`config.mk`:
```
export PLATFORM = sky130hd
export DESIGN_NAME = uart_load_ctrl
export DESIGN_NICKNAME = d
export VERILOG_FILES = /design/src/rtl/uart_load_ctrl.sv
export SDC_FILE = /design/constraint.sdc
export NUM_CORES = 1
export LEC_CHECK = 0
export CORE_MARGIN = 1.5
export CORE_UTILIZATION = 63
export DETAILED_ROUTE_END_ITERATION = 10
export GPL_TIMING_DRIVEN = 1
export PLACE_DENSITY = 0.85
export SYNTH_ARGS = -nofsm -noshare
export SYNTH_HDL_FRONTEND = slang
export SYNTH_SLANG_ARGS = --single-unit
```
`constraint.sdc`:
```
create_clock -name clock -period 5.1 [get_ports clock]
set_clock_uncertainty 0.2 [all_clocks]
set_input_delay 1.02 -clock clock [delete_from_list [all_inputs] [get_ports clock]]
set_output_delay 1.02 -clock clock [all_outputs]
set_load 0.01 [all_outputs]
```
`src/rtl/uart_load_ctrl.sv`:
```
// Parses A5/N/words/CHK frames from the UART byte strobe and writes words to memory.
// Outputs registered; a write follows its last byte by one cycle; no backpressure, bytes arrive at UART rate.
module uart_load_ctrl #(
  parameter int ADDR_W  = 8,
  parameter int WORD_W  = 16,
  parameter int TIMEOUT = 1_000_000
) (
  input  logic              clock,
  input  logic              reset,
  input  logic [7:0]        rx_byte,
  input  logic              rx_ready,
  output logic              mem_we,
  output logic [ADDR_W-1:0] mem_addr,
  output logic [WORD_W-1:0] mem_wdata,
  output logic              cpu_hold,
  output logic              load_done,
  output logic              load_error,
  output logic              busy
);

  localparam int              BYTES    = WORD_W / 8;
  localparam int              TW       = $clog2(TIMEOUT + 1);
  localparam logic [1:0]      LAST_IDX = 2'(BYTES - 1);
  localparam logic [TW-1:0]   T_TERM   = TW'(TIMEOUT - 1);
  localparam logic [7:0]      START    = 8'hA5;

  typedef enum logic [1:0] {IDLE, COUNT, DATA, CHECK} state_t;

  state_t              state;
  logic                rx_ready_d;
  logic [7:0]          chk;
  logic [7:0]          wcnt;
  logic [1:0]          byte_idx;
  logic [ADDR_W-1:0]   addr;
  logic [WORD_W-1:0]   asm_word;
  logic [WORD_W-1:0]   word_next;
  logic [TW-1:0]       tcnt;
  logic                accept;
  logic                timeout;

  assign accept  = rx_ready & ~rx_ready_d;
  assign timeout = (tcnt == T_TERM);

  // Word as it will look once the current byte lands in its lane.
  always_comb begin
    word_next = asm_word;
    word_next[{byte_idx, 3'b000} +: 8] = rx_byte;
  end

  always_ff @(posedge clock or posedge reset) begin
    if (reset) begin
      state      <= IDLE;
      rx_ready_d <= 1'b1;
      chk        <= '0;
      wcnt       <= '0;
      byte_idx   <= '0;
      addr       <= '0;
      asm_word   <= '0;
      tcnt       <= '0;
      mem_we     <= 1'b0;
      mem_addr   <= '0;
      mem_wdata  <= '0;
      cpu_hold   <= 1'b1;
      load_done  <= 1'b0;
      load_error <= 1'b0;
      busy       <= 1'b0;
    end else begin
      rx_ready_d <= rx_ready;
      mem_we     <= 1'b0;
      load_done  <= 1'b0;
      if (state != IDLE) tcnt <= accept ? '0 : tcnt + TW'(1);

      case (state)
        IDLE: begin
          if (accept && rx_byte == START) begin
            state      <= COUNT;
            busy       <= 1'b1;
            load_error <= 1'b0;
            cpu_hold   <= 1'b1;
            chk        <= '0;
            addr       <= '0;
            tcnt       <= '0;
          end
        end

        COUNT: begin
          if (accept) begin
            wcnt     <= rx_byte;
            chk      <= rx_byte;
            byte_idx <= '0;
            state    <= (rx_byte == 8'd0) ? CHECK : DATA;
          end else if (timeout) begin
            load_error <= 1'b1;
            state      <= IDLE;
            busy       <= 1'b0;
          end
        end

        DATA: begin
          if (accept) begin
            chk <= chk ^ rx_byte;
            if (byte_idx == LAST_IDX) begin
              mem_we    <= 1'b1;
              mem_addr  <= addr;
              mem_wdata <= word_next;
              addr      <= addr + ADDR_W'(1);
              wcnt      <= wcnt - 8'd1;
              byte_idx  <= '0;
              if (wcnt == 8'd1) state <= CHECK;
            end else begin
              asm_word <= word_next;
              byte_idx <= byte_idx + 2'd1;
            end
          end else if (timeout) begin
            load_error <= 1'b1;
            state      <= IDLE;
            busy       <= 1'b0;
          end
        end

        CHECK: begin
          if (accept) begin
            // Good checksum releases the processor; a bad one leaves it held.
            if (rx_byte == chk) begin
              load_done <= 1'b1;
              cpu_hold  <= 1'b0;
            end else begin
              load_error <= 1'b1;
            end
            state <= IDLE;
            busy  <= 1'b0;
          end else if (timeout) begin
            load_error <= 1'b1;
            state      <= IDLE;
            busy       <= 1'b0;
          end
        end

        default: begin
          state <= IDLE;
          busy  <= 1'b0;
        end
      endcase
    end
  end

endmodule

```
=== Word level (Yosys, flattened, before mapping) ===
Cells that the tools add are included.

* Input bits: 11
* Register bits: 94
* Word-level logic and storage cells: 111
* Output and inout port bits: 29

* Equal/unequal tests: 18
* Add/sub/neg operators: 5
* Muxes and demuxes: 48
* Shifts and indexed selects: 2
* Reductions and logical operators: 19
* Bitwise logic cells: 4

{| class="wikitable"
|+ Operators with widths
! kind !! number
|-
| $mux W20 || 4
|-
| $mux W8 || 7
|-
| $pmux W8 S2 || 2
|-
| $pmux W8 S3 || 1
|-
| $add A20 B1 Y20 const B || 1
|-
| $eq A20 B20 Y1 const B || 1
|-
| $mux W2 || 10
|-
| $mux W1 || 18
|-
| $bwmux W16 || 1
|-
| $reduce_and A4 Y1 || 4
|-
| $shift A8 B7 Y16 const A || 1
|-
| $shiftx A8 B7 Y16 || 1
|-
| $reduce_and A3 Y1 || 5
|-
| $ne A2 B2 Y1 const B || 7
|-
| $ne A3 B3 Y1 const B || 3
|-
| $add A8 B1 Y8 const B || 1
|-
| $eq A8 B1 Y1 const B || 1
|-
| $eq A8 B8 Y1 || 1
|-
| $eq A8 B8 Y1 const B || 1
|-
| $logic_not A8 Y1 || 1
|-
| $pmux W2 S4 || 1
|-
| $reduce_bool A2 Y1 || 4
|-
| $sub A8 B1 Y8 const B || 1
|-
| $xor A8 B8 Y8 || 1
|-
| 14 further kinds || 18
|}

=== Depth between registers and ports, before layout ===
* Depth in word-level cells: 6
* Mapped depth: 8
* Mapped depth without buffers: 7

=== Worst setup path after synthesis ===
No wires, ideal clock.

* Path type: input to register
* From: input rx_byte[6]
* To: register busy
* Cell stages on the path: 6
* Path slack: 2.198 ns
* Library setup time: 0.121 ns
* Arrival: 2.581 ns
* Data required time: 4.779 ns
* Buffers on the path: 1
* Cell sequence: buf_2 > or4_4 > o31ai_4 > a21boi_2 > a21bo_1 > a22o_1

* Word-level cells in the longest chain between the ends: 4

{| class="wikitable"
|+ RTL lines
! what !! line !! RTL
|-
| start, declared || 10 || <nowiki>input logic [7:0] rx_byte,</nowiki>
|-
| $eq A8 B8 Y1 || 75 || <nowiki>if (accept && rx_byte == START) begin</nowiki>
|-
| $logic_and A1 B1 Y1 || 75 ||
|-
| $ne A2 B2 Y1 (no source line) || n/a ||
|-
| $reduce_and A2 Y1 (no source line) || n/a ||
|-
| end signal, assigned || 66 || <nowiki>busy <= 1'b0;</nowiki>
|-
| end signal, assigned || 77 || <nowiki>busy <= 1'b1;</nowiki>
|-
| end signal, assigned || 95 || <nowiki>busy <= 1'b0;</nowiki>
|-
| end, declared || 18 || <nowiki>output logic busy</nowiki>
|}

No other way between the ends.
A chain may end at the register's enable or synchronous reset.

=== Final worst setup path ===
* From: input rx_ready
* To: register asm_word[12]

* Word-level cells in the longest chain between the ends: 2

{| class="wikitable"
|+ RTL lines
! what !! line !! RTL
|-
| start, declared || 11 || <nowiki>input logic rx_ready,</nowiki>
|-
| $and A1 B1 Y1 || 41 || <nowiki>assign accept = rx_ready & ~rx_ready_d;</nowiki>
|-
| $reduce_and A3 Y1 (no source line) || n/a ||
|-
| end signal, assigned || 111 || <nowiki>asm_word <= word_next;</nowiki>
|-
| end, declared || 35 || <nowiki>logic [WORD_W-1:0] asm_word;</nowiki>
|}

No other way between the ends.

==> results by group <==
Run status
  • Status: finished clean

Setup path
  • FF-to-FF End: asm_word[12]
  • Buffers and inverters on the worst path: 1
  • Worst setup EP type: flop
  • CP max-delay cell: nor2b_1
  • Crit start category: input pin
  • WP data arrival: 3.56 ns
  • Kind of critical path: input pin to flop
  • Critical path cell sequence: clkdlybuf4s50_1 -> nor2b_1 -> nand2_1 -> or2_2 -> nor3_1 -> a22o_1
  • Critical Path RT: 5.20 ns
  • Launching point of the worst reg2reg path: state[0]
  • Delay-heaviest family, CP: simple AND/OR/NAND/NOR gates
  • Crit-path max cell delay: 0.70 ns
  • Worst Path Max Fanout: 12
  • R2r worst-path depth: 7
  • Critical path launch point: rx_ready
  • Worst R2R Setup Slack: 1.96 ns

Timing
  • Final period utilization: 68.0%
  • Max Freq: 289 MHz
  • Final hold violations: 0
  • Unrepaired setup endpoints after global routing: false
  • Slew Limit Fails: 0
  • Tmin final: 3.47 ns
  • Worst slew margin: 21.6%
  • Final count of negative-setup-slack endpoints: 0
  • Setup TNS: 0 ns
  • Actual slew at the worst max-slew pin: 1.18 ns

Drt
  • DR iter-0 viols: 236
  • Drt pass-1 iters: 5
  • DRC: 0
  • Total number of vias: 3,889
  • Post-route ant nets: 0
  • Post-Route WL: 11.0 mm
  • Wirelength per Cell: 16.9 µm
  • Vias per cell: 5.99

Worst hold path
  • Hold endpoint: mem_wdata[4]
  • Hold WC Path Type: flop to flop
  • Hold Path Stages: 2
  • HP Start: mem_wdata[4]

Global routing
  • Via count of the first global-routing pass: 3,757
  • First-pass GRT wire length: 18.7 mm
  • All-Layer GR Usage: 28.0%
  • Initial antenna violation count: 0
  • Aggregate global routing overflow: 0
  • Largest net degree at the start of global routing: 57

Floorplanning
  • Ports: 40
  • Std-Cell Rows: 32
  • Chip Width: 91.5 µm
  • Core Region: 7650 µm²
  • Initial core utilization: 64.5%
  • Die ar.: 8370 µm²
  • Chip Height: 91.5 µm

Power and ir drop
  • Peak VDD IR: 0.000259 V
  • Total chip power: 2.26 mW
  • PD cells: 406 nW/µm²
  • Static Leak: 2.35 nW

CTS
  • CTS Buffer Depth: 2
  • Clock Sink Count: 94
  • Num CTS Buffers: 9
  • Post-CTS setup buffers: 0
  • CTS tree: done
  • Root Buffer: clkbuf_8
  • Resize count post-CTS: 0
  • CTS hold repair buffers: 0
  • Clock slew at reported path FFs: 0.09 ns
  • CTS HTree Levels: 3
  • Skew-Pair Late Insertion Delay: 0.36 ns

Placed design
  • Routability cong.: 0.886
  • Post-DP HPWL: 7.68 mm
  • Cells after DPL: 634
  • Port Buffer Count: 39

Layout
  • Fin cells: 649
  • Diode count: 0
  • Filler cell count: 528
  • Commonest non-fill, non-tap cell in the layout: dfrtp_1
  • Share of layout cells above drive strength 1: 7.68%
  • Most frequent cells in the layout: dfrtp_1 (92), nand2_1 (58), nor2_1 (42)
  • Fin nets: 568
  • Area delta synth->final: 12.9%

Synth
  • Register area share after synthesis: 47.7%
  • Post-synth EDFFs: 0
  • Synth Cell Area: 4930 µm²
  • Synthesis-stage register bit count: 94
  • Dominant synthesized flop cell: dfrtp_1
  • Synthesized instance count: 516
  • Avg Cell Area, Syn: 9.56 µm²
  • YS warnings: 0
  • Post-synth ARST share: 100%
  • Post-synth cell types: 57
  • Syn nets: 541

Job
  • Max-cap violations: 0
-- routing by layer --
layer | routed length [µm] | global-route usage, %
met1 | 4920 | 38.8
met2 | 5350 | 45.1
met3 | 496 | 3.77
met4 | 213 | 10.3
met5 | 0 | 0
-- tightest hold or removal path: stages, from the launching register on --
cell and delay [ns]:
dfrtp_1 0.35, nand2_1 0.05, o21ai_0 0.06
-- metrics by stage --
| step | area [µm²] | setup slack [ns] | util [%] | hold WS [ns] |
|---|---|---|---|---|
| final | 5570 | 1.63 | 72.8 | 0.291 |
| after global routing | 5570 | 1.48 | 72.8 | 0.309 |
| after CTS | 5570 | 1.68 | 72.8 | 0.296 |
| after detailed placement | 5370 | 1.33 | 70.3 | 0.274 |
| after global placement | 5370 | 1.40 | 70.3 | 0.267 |
| after floorplan | 4930 | 1.43 | - | 0.258 |
-- synthesized netlist by cell type, drive strengths merged (3+ instances only) --
| master | n | area (µm²) |
|---|---|---|
| nand4 | 11 | 68.8 |
| dfrtp | 92 | 2300 |
| nor4b | 3 | 41.3 |
| a221oi | 7 | 61.3 |
| mux2 | 8 | 90.1 |
| and3 | 6 | 37.5 |
| clkbuf | 20 | 75.1 |
| nand3b | 3 | 22.5 |
| nor2 | 42 | 158 |
| xor2 | 16 | 140 |
| xnor2 | 14 | 123 |
| ha | 14 | 175 |
| nand2 | 58 | 218 |
| o21ai | 43 | 215 |
| o31ai | 3 | 36.3 |
| buf | 8 | 42.5 |
| a22o | 21 | 184 |
| nand3 | 14 | 70.1 |
| a21oi | 35 | 175 |
| inv | 17 | 63.8 |
| nor4 | 7 | 62.6 |
| nor2b | 27 | 169 |
| nand2b | 5 | 31.3 |
| or2 | 3 | 18.8 |
| o22ai | 4 | 25.0 |
| or4 | 4 | 33.8 |
| nor3 | 5 | 30.0 |
-- worst max path at each step --
stage	endpoint	slack, ns	cells past startpoint
final	asm_word[12]	1.63	6
after CTS	asm_word[12]	1.68	6
after global placement	asm_word[8]	1.40	6
after global routing	wcnt[1]	1.48	5
after floorplan	addr[0]	1.43	1
after detailed placement	asm_word[8]	1.33	6
-- power breakdown --
| part | internal [mW] | switching (mW) | leakage [nW] |
|---|---|---|---|
| combinational | 0.313 | 0.452 | 0.997 |
| clock | 0.238 | 0.264 | 0.0948 |
| sequential | 0.875 | 0.117 | 1.26 |
-- cell families after synthesis --
logic type	after synthesis	synth area share [%]
multiplexers	9	2.03
AO/OA/AOI/OAI	126	16.5
flip-flops	94	47.7
buffers and inverters	45	3.68
adder cells (fa/ha/maj)	14	3.55
XOR/XNOR	30	5.33
AND/OR/NAND/NOR	198	21.2
-- sequential cells by signal, indices dropped and copies added (netlist names), 2 cells and up --
| signal | cells |
|---|---|
| asm_word | 16 |
| addr | 8 |
| mem_wdata | 16 |
| wcnt | 8 |
| state | 2 |
| chk | 8 |
| byte_idx | 2 |
| mem_addr | 8 |
| tcnt | 20 |
-- layout make-up --
cell class | instances | area [µm²] | share of cell area (%)
Timing Repair Buffer | 44 | 428 | 7.68
Tap cell | 102 | 128 | 2.29
Sequential cell | 94 | 2350 | 42.3
Clock buffer | 10 | 138 | 2.47
Inverter | 17 | 65.1 | 1.17
Multi-Input combinational cell | 377 | 2400 | 43.0
Clock inverter | 5 | 58.8 | 1.06
Note: power is estimated with default switching activity, not from simulation.
